File: src/rtl/uart.sv
`default_nettype none
// ============================================================================
// Module   : uart
// Purpose  : Full-duplex 8N1 UART between the RX/TX pins and the I/O register
//            block; one shared baud divider, independent TX and RX paths.
// Revision : 1.0 - initial release
// ============================================================================
module uart #(
    parameter int CLK_HZ = 50000000,
    parameter int BAUD   = 115200
) (
    input  logic       clk,
    input  logic       rst,
    input  logic [7:0] txd_data,
    input  logic       transmit,
    output logic       txd_done,
    output logic       uart_txd,
    input  logic       uart_rxd,
    output logic [7:0] rxd_data,
    output logic       rxd_done,
    output logic       rx_frame_err
);

    localparam int DIV   = CLK_HZ / BAUD;
    localparam int CNT_W = $clog2(DIV);

    localparam logic [CNT_W-1:0] c_bit_last  = CNT_W'(DIV - 1);
    localparam logic [CNT_W-1:0] c_half_last = CNT_W'(DIV / 2 - 1);
    localparam logic [CNT_W-1:0] c_cnt_one   = CNT_W'(1);

    typedef enum logic [1:0] {
        ST_IDLE  = 2'd0,
        ST_START = 2'd1,
        ST_DATA  = 2'd2,
        ST_STOP  = 2'd3
    } state_t;

    // transmitter
    state_t             tx_state_q, tx_state_d;
    logic [CNT_W-1:0]   tx_cnt_q, tx_cnt_d;
    logic [2:0]         tx_bit_q, tx_bit_d;
    logic [7:0]         tx_shift_q, tx_shift_d;
    logic               tx_line_q, tx_line_d;
    logic               tx_idle_q, tx_idle_d;
    logic               transmit_q, transmit_d;

    // receiver
    logic               rx_meta_q, rx_meta_d;
    logic               rx_s_q, rx_s_d;
    state_t             rx_state_q, rx_state_d;
    logic [CNT_W-1:0]   rx_cnt_q, rx_cnt_d;
    logic [2:0]         rx_bit_q, rx_bit_d;
    logic [7:0]         rx_shift_q, rx_shift_d;
    logic [7:0]         rx_data_q, rx_data_d;
    logic               rx_done_q, rx_done_d;
    logic               rx_err_q, rx_err_d;
    logic               rx_wait_q, rx_wait_d;

    always_ff @(posedge clk or posedge rst) begin
        if (rst) begin
            tx_state_q <= ST_IDLE;
            tx_cnt_q   <= '0;
            tx_bit_q   <= '0;
            tx_shift_q <= '0;
            tx_line_q  <= 1'b1;
            tx_idle_q  <= 1'b1;
            transmit_q <= 1'b0;
            rx_meta_q  <= 1'b1;
            rx_s_q     <= 1'b1;
            rx_state_q <= ST_IDLE;
            rx_cnt_q   <= '0;
            rx_bit_q   <= '0;
            rx_shift_q <= '0;
            rx_data_q  <= '0;
            rx_done_q  <= 1'b0;
            rx_err_q   <= 1'b0;
            rx_wait_q  <= 1'b0;
        end else begin
            tx_state_q <= tx_state_d;
            tx_cnt_q   <= tx_cnt_d;
            tx_bit_q   <= tx_bit_d;
            tx_shift_q <= tx_shift_d;
            tx_line_q  <= tx_line_d;
            tx_idle_q  <= tx_idle_d;
            transmit_q <= transmit_d;
            rx_meta_q  <= rx_meta_d;
            rx_s_q     <= rx_s_d;
            rx_state_q <= rx_state_d;
            rx_cnt_q   <= rx_cnt_d;
            rx_bit_q   <= rx_bit_d;
            rx_shift_q <= rx_shift_d;
            rx_data_q  <= rx_data_d;
            rx_done_q  <= rx_done_d;
            rx_err_q   <= rx_err_d;
            rx_wait_q  <= rx_wait_d;
        end
    end

    // Edge register tracks transmit in every state so a busy-time edge is lost.
    always_comb begin
        transmit_d = transmit;
        tx_state_d = tx_state_q;
        tx_cnt_d   = tx_cnt_q;
        tx_bit_d   = tx_bit_q;
        tx_shift_d = tx_shift_q;
        tx_line_d  = tx_line_q;
        tx_idle_d  = tx_idle_q;
        case (tx_state_q)
            ST_IDLE: begin
                if (transmit && !transmit_q) begin
                    tx_shift_d = txd_data;
                    tx_cnt_d   = '0;
                    tx_bit_d   = '0;
                    tx_line_d  = 1'b0;
                    tx_idle_d  = 1'b0;
                    tx_state_d = ST_START;
                end
            end
            ST_START: begin
                if (tx_cnt_q == c_bit_last) begin
                    tx_cnt_d   = '0;
                    tx_line_d  = tx_shift_q[0];
                    tx_state_d = ST_DATA;
                end else begin
                    tx_cnt_d = tx_cnt_q + c_cnt_one;
                end
            end
            ST_DATA: begin
                if (tx_cnt_q == c_bit_last) begin
                    tx_cnt_d = '0;
                    if (tx_bit_q == 3'd7) begin
                        tx_line_d  = 1'b1;
                        tx_state_d = ST_STOP;
                    end else begin
                        tx_bit_d   = tx_bit_q + 3'd1;
                        tx_shift_d = {1'b0, tx_shift_q[7:1]};
                        tx_line_d  = tx_shift_q[1];
                    end
                end else begin
                    tx_cnt_d = tx_cnt_q + c_cnt_one;
                end
            end
            ST_STOP: begin
                if (tx_cnt_q == c_bit_last) begin
                    tx_cnt_d   = '0;
                    tx_idle_d  = 1'b1;
                    tx_state_d = ST_IDLE;
                end else begin
                    tx_cnt_d = tx_cnt_q + c_cnt_one;
                end
            end
            default: tx_state_d = ST_IDLE;
        endcase
    end

    // After a bad stop bit, rx_wait holds off start detection until the line is high.
    always_comb begin
        rx_meta_d  = uart_rxd;
        rx_s_d     = rx_meta_q;
        rx_state_d = rx_state_q;
        rx_cnt_d   = rx_cnt_q;
        rx_bit_d   = rx_bit_q;
        rx_shift_d = rx_shift_q;
        rx_data_d  = rx_data_q;
        rx_done_d  = rx_done_q;
        rx_err_d   = rx_err_q;
        rx_wait_d  = rx_wait_q;
        case (rx_state_q)
            ST_IDLE: begin
                if (rx_wait_q) begin
                    if (rx_s_q) begin
                        rx_wait_d = 1'b0;
                    end
                end else if (!rx_s_q) begin
                    rx_cnt_d   = '0;
                    rx_done_d  = 1'b0;
                    rx_err_d   = 1'b0;
                    rx_state_d = ST_START;
                end
            end
            ST_START: begin
                if (rx_cnt_q == c_half_last) begin
                    rx_cnt_d = '0;
                    if (rx_s_q) begin
                        rx_state_d = ST_IDLE;
                    end else begin
                        rx_bit_d   = '0;
                        rx_state_d = ST_DATA;
                    end
                end else begin
                    rx_cnt_d = rx_cnt_q + c_cnt_one;
                end
            end
            ST_DATA: begin
                if (rx_cnt_q == c_bit_last) begin
                    rx_cnt_d   = '0;
                    rx_shift_d = {rx_s_q, rx_shift_q[7:1]};
                    if (rx_bit_q == 3'd7) begin
                        rx_state_d = ST_STOP;
                    end else begin
                        rx_bit_d = rx_bit_q + 3'd1;
                    end
                end else begin
                    rx_cnt_d = rx_cnt_q + c_cnt_one;
                end
            end
            ST_STOP: begin
                if (rx_cnt_q == c_bit_last) begin
                    rx_cnt_d = '0;
                    if (rx_s_q) begin
                        rx_data_d = rx_shift_q;
                        rx_done_d = 1'b1;
                    end else begin
                        rx_err_d  = 1'b1;
                        rx_wait_d = 1'b1;
                    end
                    rx_state_d = ST_IDLE;
                end else begin
                    rx_cnt_d = rx_cnt_q + c_cnt_one;
                end
            end
            default: rx_state_d = ST_IDLE;
        endcase
    end

    assign uart_txd     = tx_line_q;
    assign txd_done     = tx_idle_q;
    assign rxd_data     = rx_data_q;
    assign rxd_done     = rx_done_q;
    assign rx_frame_err = rx_err_q;

endmodule
`default_nettype wire

File: config.mk
export PLATFORM = sky130hd
export DESIGN_NAME = uart
export DESIGN_NICKNAME = d
export VERILOG_FILES = /design/src/rtl/uart.sv
export SDC_FILE = /design/constraint.sdc
export NUM_CORES = 1
export LEC_CHECK = 0
export ABC_AREA = 1
export CORE_MARGIN = 5
export CORE_UTILIZATION = 30
export DETAILED_ROUTE_END_ITERATION = 16
export PLACE_DENSITY = 0.54
export SLEW_MARGIN = 10
export SYNTH_ARGS = -nofsm -noshare
export SYNTH_HDL_FRONTEND = slang
export SYNTH_SLANG_ARGS = --single-unit
File: constraint.sdc
create_clock -name clk -period 4.2 [get_ports clk]
set_input_delay 0.63 -clock clk [delete_from_list [all_inputs] [get_ports clk]]
set_output_delay 0.63 -clock clk [all_outputs]
set_load 0.02 [all_outputs]
==> results.json, run 1 <==
{
  "path_max_fanout": 16,
  "finalMaxSlewViolations": 0,
  "syn_area_per_cell_um2": 8.36,
  "drive_gt1_share_pct": 11.2,
  "setup_tns_ns": 0,
  "antenna_cells_inserted": 0,
  "ys.warnings.count": 0,
  "hold_depth": 0,
  "htreeDepth": 3,
  "dp_hpwl_mm": 4.24,
  "synthAdderAreaFrac_pct": 5.71,
  "ys_seq_area_share_pct": 49.1,
  "design_area_um2": 3660,
  "hold_viol_final": 0,
  "nNetsFinal": 424,
  "drt_first_pass_iters": 4,
  "cts_setup_buffers": 0,
  "timing.rr.start": "tx_state_q[0]",
  "rr_worst_depth": 10,
  "path_cells": "inv_1 > ha_1 > inv_1 > nand2_1 > nand2_1 > nand2_1 > a21oi_4 > inv_1 > nand2_1 > o21ai_0",
  "cts_tree": "done",
  "synth_top_family_by_area": "simple AND/OR/NAND/NOR gates",
  "layout_commonest_cell": "nand2_1",
  "vdd_drop_max_uv": 281,
  "io_pins": 24,
  "holdPathEnd": "rx_s_q",
  "synth_nets": 393,
  "fill_cells": 1041,
  "fin_crit_ns": 2.24,
  "setup_viol": 0,
  "crit_path_start": "tx_state_q[0]",
  "r2r_end": "tx_bit_q[0]",
  "critPathTopFamily": "buffers and inverters",
  "clock_latency_ns": 0.34,
  "finalNonFillerCells": 539,
  "final_cell_mix": "122 x nand2_1, 56 x dfrtp_1, 44 x inv_1",
  "grt_pass1_vias": 2387,
  "synth_xor_area_share_pct": 1.43,
  "placed_area_um2": 3440,
  "cts_sinks": 60,
  "grt_use_total_pct": 10.2,
  "synth_area_um2": 3070,
  "drt_iter0_markers": 106,
  "hp-class": "reg -> reg",
  "die_area_um2": 12300,
  "slew_headroom_pct": 56.6,
  "clk_pin_slew_ns": 0.07,
  "critPathRequiredTime_ns": 4.42,
  "synth.area.top_cells": "dfrtp_1 46%, nand2_1 15%, ha_1 5.7%",
  "rows": 37,
  "register_area_um2": 1510,
  "cp_slowest_cell": "dfrtp_1",
  "grt_pass1_wl_mm": 10.3,
  "leakage_nw": 1.77,
  "yosys.area_share.simple_pct": 23.9,
  "via_count": 2338,
  "core_area_um2": 10100,
  "rsz0062_at_grt": "false",
  "synth-compound-area-share_pct": 12.4,
  "synth_seq_cells": 60,
  "synth_largest_area_cell": "dfrtp_1",
  "die_height_um": 111,
  "dpl.cell_count": 523,
  "syn_inst": 367,
  "path_class": "reg -> reg",
  "port_buffers": 23,
  "max_stage_delay_ns": 0.40,
  "rrSetupSlack_ns": 1.96,
  "tightest_slew_ns": 0.650,
  "path_common_cell": "nand2_1",
  "routed_wl_mm": 5.81,
  "multi_input_area_um2": 1330,
  "initial_core_util_pct": 30.3,
  "fmax_ghz": 0.446,
  "die_w_um": 111,
  "avgViaCountPerCell": 4.34,
  "p_per_area_nw_per_um2": 481,
  "cp.buffers_inverters": 3,
  "period_share_pct": 53.4,
  "antenna_found_initial": 0,
  "finalClockSkew_ns": 0.00937,
  "synth_cell_types": 33,
  "syn2layout_area_growth_pct": 19.4,
  "cp-end-kind": "flip-flop",
  "drc_errors": 0,
  "cp-start-kind": "flip-flop",
  "cts_root_buffer": "clkbuf_8",
  "ant_nets": 0,
  "cp.arrival_ns": 2.46,
  "cts_resized": 0,
  "min_from": "rx_meta_q",
  "grt_max_degree": 32,
  "cts_buffer_depth": 2,
  "synth_mux_area_share_pct": 0,
  "status": "finished clean",
  "maxCapViolations": 0,
  "synth_top_area_share_pct": 45.7,
  "overflow": 0,
  "cts_hold_buf": 0,
  "place_congestion": 0.783,
  "avgRoutedWirePerCell_um": 10.8,
  "numCtsBuffers": 9
}
## cells by family (layout without fill, tap and decap cells)
group / count (synthesis) / in the layout
AOI/OAI and AO/OA: 61 / 61
xor gates and xnor gates: 5 / 5
adders and majority gates: 14 / 14
buffers and inverters: 54 / 90
DFF: 60 / 60
and+or+nand+nor: 173 / 173
## cell usage after synthesis
master and number:
o22ai_1 1, clkbuf_1 1, o21ai_2 9, nand2_4 2
nor2_4 2, o31ai_1 1, o211ai_1 4, inv_1 45
inv_6 1, nand4_1 3, buf_2 1, inv_2 3
ha_1 14, nor3_1 2, nand3_4 1, o21ai_1 11
o21ai_0 22, o21bai_1 1, nand2_2 2, nor4_1 1
a21oi_4 1, xor2_1 2, nand3b_1 1, xnor2_1 3
nor2_1 23, a21oi_1 9, a31oi_1 1, dfstp_2 4
o21ai_4 1, buf_6 3, dfrtp_1 56, nand3_1 14
nand2_1 122
## layout make-up
type,instances,share of cell area [%]
Inverter,49,5.16
Tap cell,136,4.64
Timing Repair Buffer,25,6.69
Clock buffer,9,3.38
Sequential cell,60,41.1
Clock inverter,7,2.70
Multi-Input combinational cell,253,36.3
## metrics by stage
step	hold WS, ns	setup WS, ns	util, %	power (mW)
floorplan	0.345	2.09	-	1.09
global placement	0.347	1.85	33.9	1.18
detailed placement	0.349	1.81	33.9	1.19
CTS	0.351	1.93	36.1	1.79
global route	0.352	1.70	36.1	1.90
finish	0.346	1.96	36.1	1.76
## power breakdown
part	switching (mW)	leakage [nW]	internal (mW)
Clock	0.247	0.110	0.337
Sequential	0.0461	0.788	0.664
Combinational	0.308	0.874	0.159
## sequential cells by signal, summed over array words and instances, names as in the netlist, 2 cells and up, named ones only
signal / count
rx_cnt_q: 9
rx_shift_q: 8
rxd_data: 8
tx_shift_q: 8
tx_bit_q: 3
tx_state_q: 2
tx_cnt_q: 9
rx_bit_q: 3
## per-layer routing
layer  vias to the layer above  wire length (um)  global-route usage (%)
met1                      1060              2760                    12.0
met5                         -                 0                       0
met4                         0                66                    3.41
li1                       1234                 -                       -
met3                         7               265                    4.53
met2                        37              2720                    16.5
## worst max path at each step
stage | to | slack [ns] | cells past startpoint
floorplan | async pin | 2.09 | 1
global placement | tx_bit_q[0] | 1.85 | 8
detailed placement | tx_bit_q[0] | 1.81 | 8
CTS | tx_bit_q[0] | 1.93 | 10
global route | tx_bit_q[0] | 1.70 | 10
finish | tx_bit_q[0] | 1.96 | 10
Power figures use the tool's default switching activity.
==> inputs of run 2 (changes only) <==
Settings changed: PLACE_DENSITY 0.54 to 0.55.
Clock period 4.2 ns to 2 ns, I/O delays scaled along.
==> run 2 against run 1 <==
Effect of this change:
- clock power is 88% higher
- power is 110% higher
- largest cell class unchanged
- combinational power increased by 120%
==> results.json, run 2 (synthesis results as in run 1) <==
{
  "antenna_found_initial": 0,
  "nNetsFinal": 428,
  "antenna_cells_inserted": 0,
  "timing.rr.start": "tx_state_q[0]",
  "core_area_um2": 10100,
  "grt_pass1_wl_mm": 9.89,
  "cts_hold_buf": 0,
  "cp_slowest_cell": "clkdlybuf4s50_1",
  "register_area_um2": 1510,
  "initial_core_util_pct": 30.3,
  "die_height_um": 111,
  "finalWorstSetupSlack_ns": 0.240,
  "syn2layout_area_growth_pct": 20.0,
  "io_pins": 24,
  "layout_commonest_cell": "nand2_1",
  "die_w_um": 111,
  "fin_crit_ns": 1.76,
  "via_count": 2337,
  "tightest_slew_ns": 0.418,
  "fmax_ghz": 0.568,
  "slew_headroom_pct": 71.9,
  "path_class": "reg -> out",
  "rows": 37,
  "critPathRequiredTime_ns": 1.70,
  "period_share_pct": 88.0,
  "port_buffers": 23,
  "cts_setup_buffers": 0,
  "cts_buffer_depth": 2,
  "path_cells": "clkdlybuf4s50_1",
  "overflow": 0,
  "status": "finished clean",
  "routed_wl_mm": 5.57,
  "grt_pass1_vias": 2258,
  "drt_iter0_markers": 137,
  "finalMaxSlewViolations": 0,
  "finalClockSkew_ns": 0.00809,
  "cts_root_buffer": "clkbuf_8",
  "critPathTopFamily": "buffers and inverters",
  "hp-class": "in -> async",
  "cts_resized": 0,
  "path_max_fanout": 2,
  "htreeDepth": 3,
  "p_per_area_nw_per_um2": 982,
  "top_regs": "rx_cnt_q (9), tx_cnt_q (9)",
  "cp.arrival_ns": 1.46,
  "place_ws_ns": 0.164,
  "cp-end-kind": "output port",
  "cp.buffers_inverters": 1,
  "r2r_end": "tx_state_q[1]",
  "vdd_drop_max_uv": 532,
  "dp_hpwl_mm": 4.10,
  "fill_cells": 1048,
  "clock_latency_ns": 0.33,
  "leakage_nw": 1.79,
  "grt_use_total_pct": 9.68,
  "finalPower_mw": 3.62,
  "die_area_um2": 12300,
  "multi_input_area_um2": 1330,
  "rsz0062_at_grt": "false",
  "setup_tns_ns": 0,
  "rrSetupSlack_ns": 0.24,
  "maxCapViolations": 0,
  "place_congestion": 0.787,
  "avgRoutedWirePerCell_um": 10.3,
  "rr_worst_depth": 8,
  "setup_viol": 0,
  "avgViaCountPerCell": 4.30,
  "max_stage_delay_ns": 0.60,
  "cts_tree": "done",
  "ant_nets": 0,
  "clk_pin_slew_ns": 0.07,
  "drc_errors": 0,
  "drt_first_pass_iters": 6,
  "drive_gt1_share_pct": 11.3,
  "numCtsBuffers": 9,
  "cp-start-kind": "flip-flop",
  "final_cell_mix": "122 x nand2_1, 56 x dfrtp_1, 44 x inv_1",
  "grt_max_degree": 51,
  "final_util_pct": 36.3,
  "hold_viol_final": 0,
  "cts_sinks": 60
}
==> run 2: cell count changes in the layout (fill, tap and decap cells not counted), sizes merged <==
cell      previous run  this run
buf                  2         6
clkinvlp             1         0
bufinv               2         1
clkbuf               9        14
inv                 50        49
clkinv               3         1
==> run 2: where the power goes <==
group | switching [mW] | total, mW | internal [mW]
clock | 0.454 | 1.10 | 0.644
combinational | 0.638 | 1.02 | 0.383
sequential | 0.102 | 1.50 | 1.40
==> run 2: final cells by class <==
class	instances	share of cell area (%)
sequential	60	40.9
tap	136	4.62
clock inverter	2	0.952
timing repair buffer	29	7.82
inverter	49	5.13
multi-input combinational	253	36.1
clock buffer	14	4.42
==> run 2: worst max-delay path by stage <==
| stage | start | endpoint | slack [ns] | cells past startpoint |
|---|---|---|---|---|
| finish | txd_done | txd_done | 0.24 | 1 |
| global route | tx_state_q[0] | tx_state_q[1] | 0.02 | 8 |
| CTS | txd_done | txd_done | 0.21 | 1 |
| detailed placement | transmit | tx_state_q[1] | 0.16 | 8 |
| global placement | transmit | tx_state_q[0] | 0.22 | 8 |
| floorplan | rst | async pin | 0.22 | 1 |
==> run 2: per-layer routing <==
layer | global-route usage (%) | vias up | part of all wire (%)
li1 | - | 1231 | -
met1 | 12.1 | 1064 | 50
met2 | 15.3 | 36 | 45
met3 | 4.26 | 6 | 4.4
met4 | 2.68 | 0 | 0.81
met5 | 0 | - | 0
==> run 2: per-stage QoR <==
stage	cell area (um^2)	hold slack, ns	instances
6_report	3680	0.217	543
5_1_grt	3680	0.211	543
4_1_cts	3680	0.205	543
3_5_place_dp	3480	0.347	527
3_3_place_gp	3480	0.347	527
2_1_floorplan	3070	0.304	367
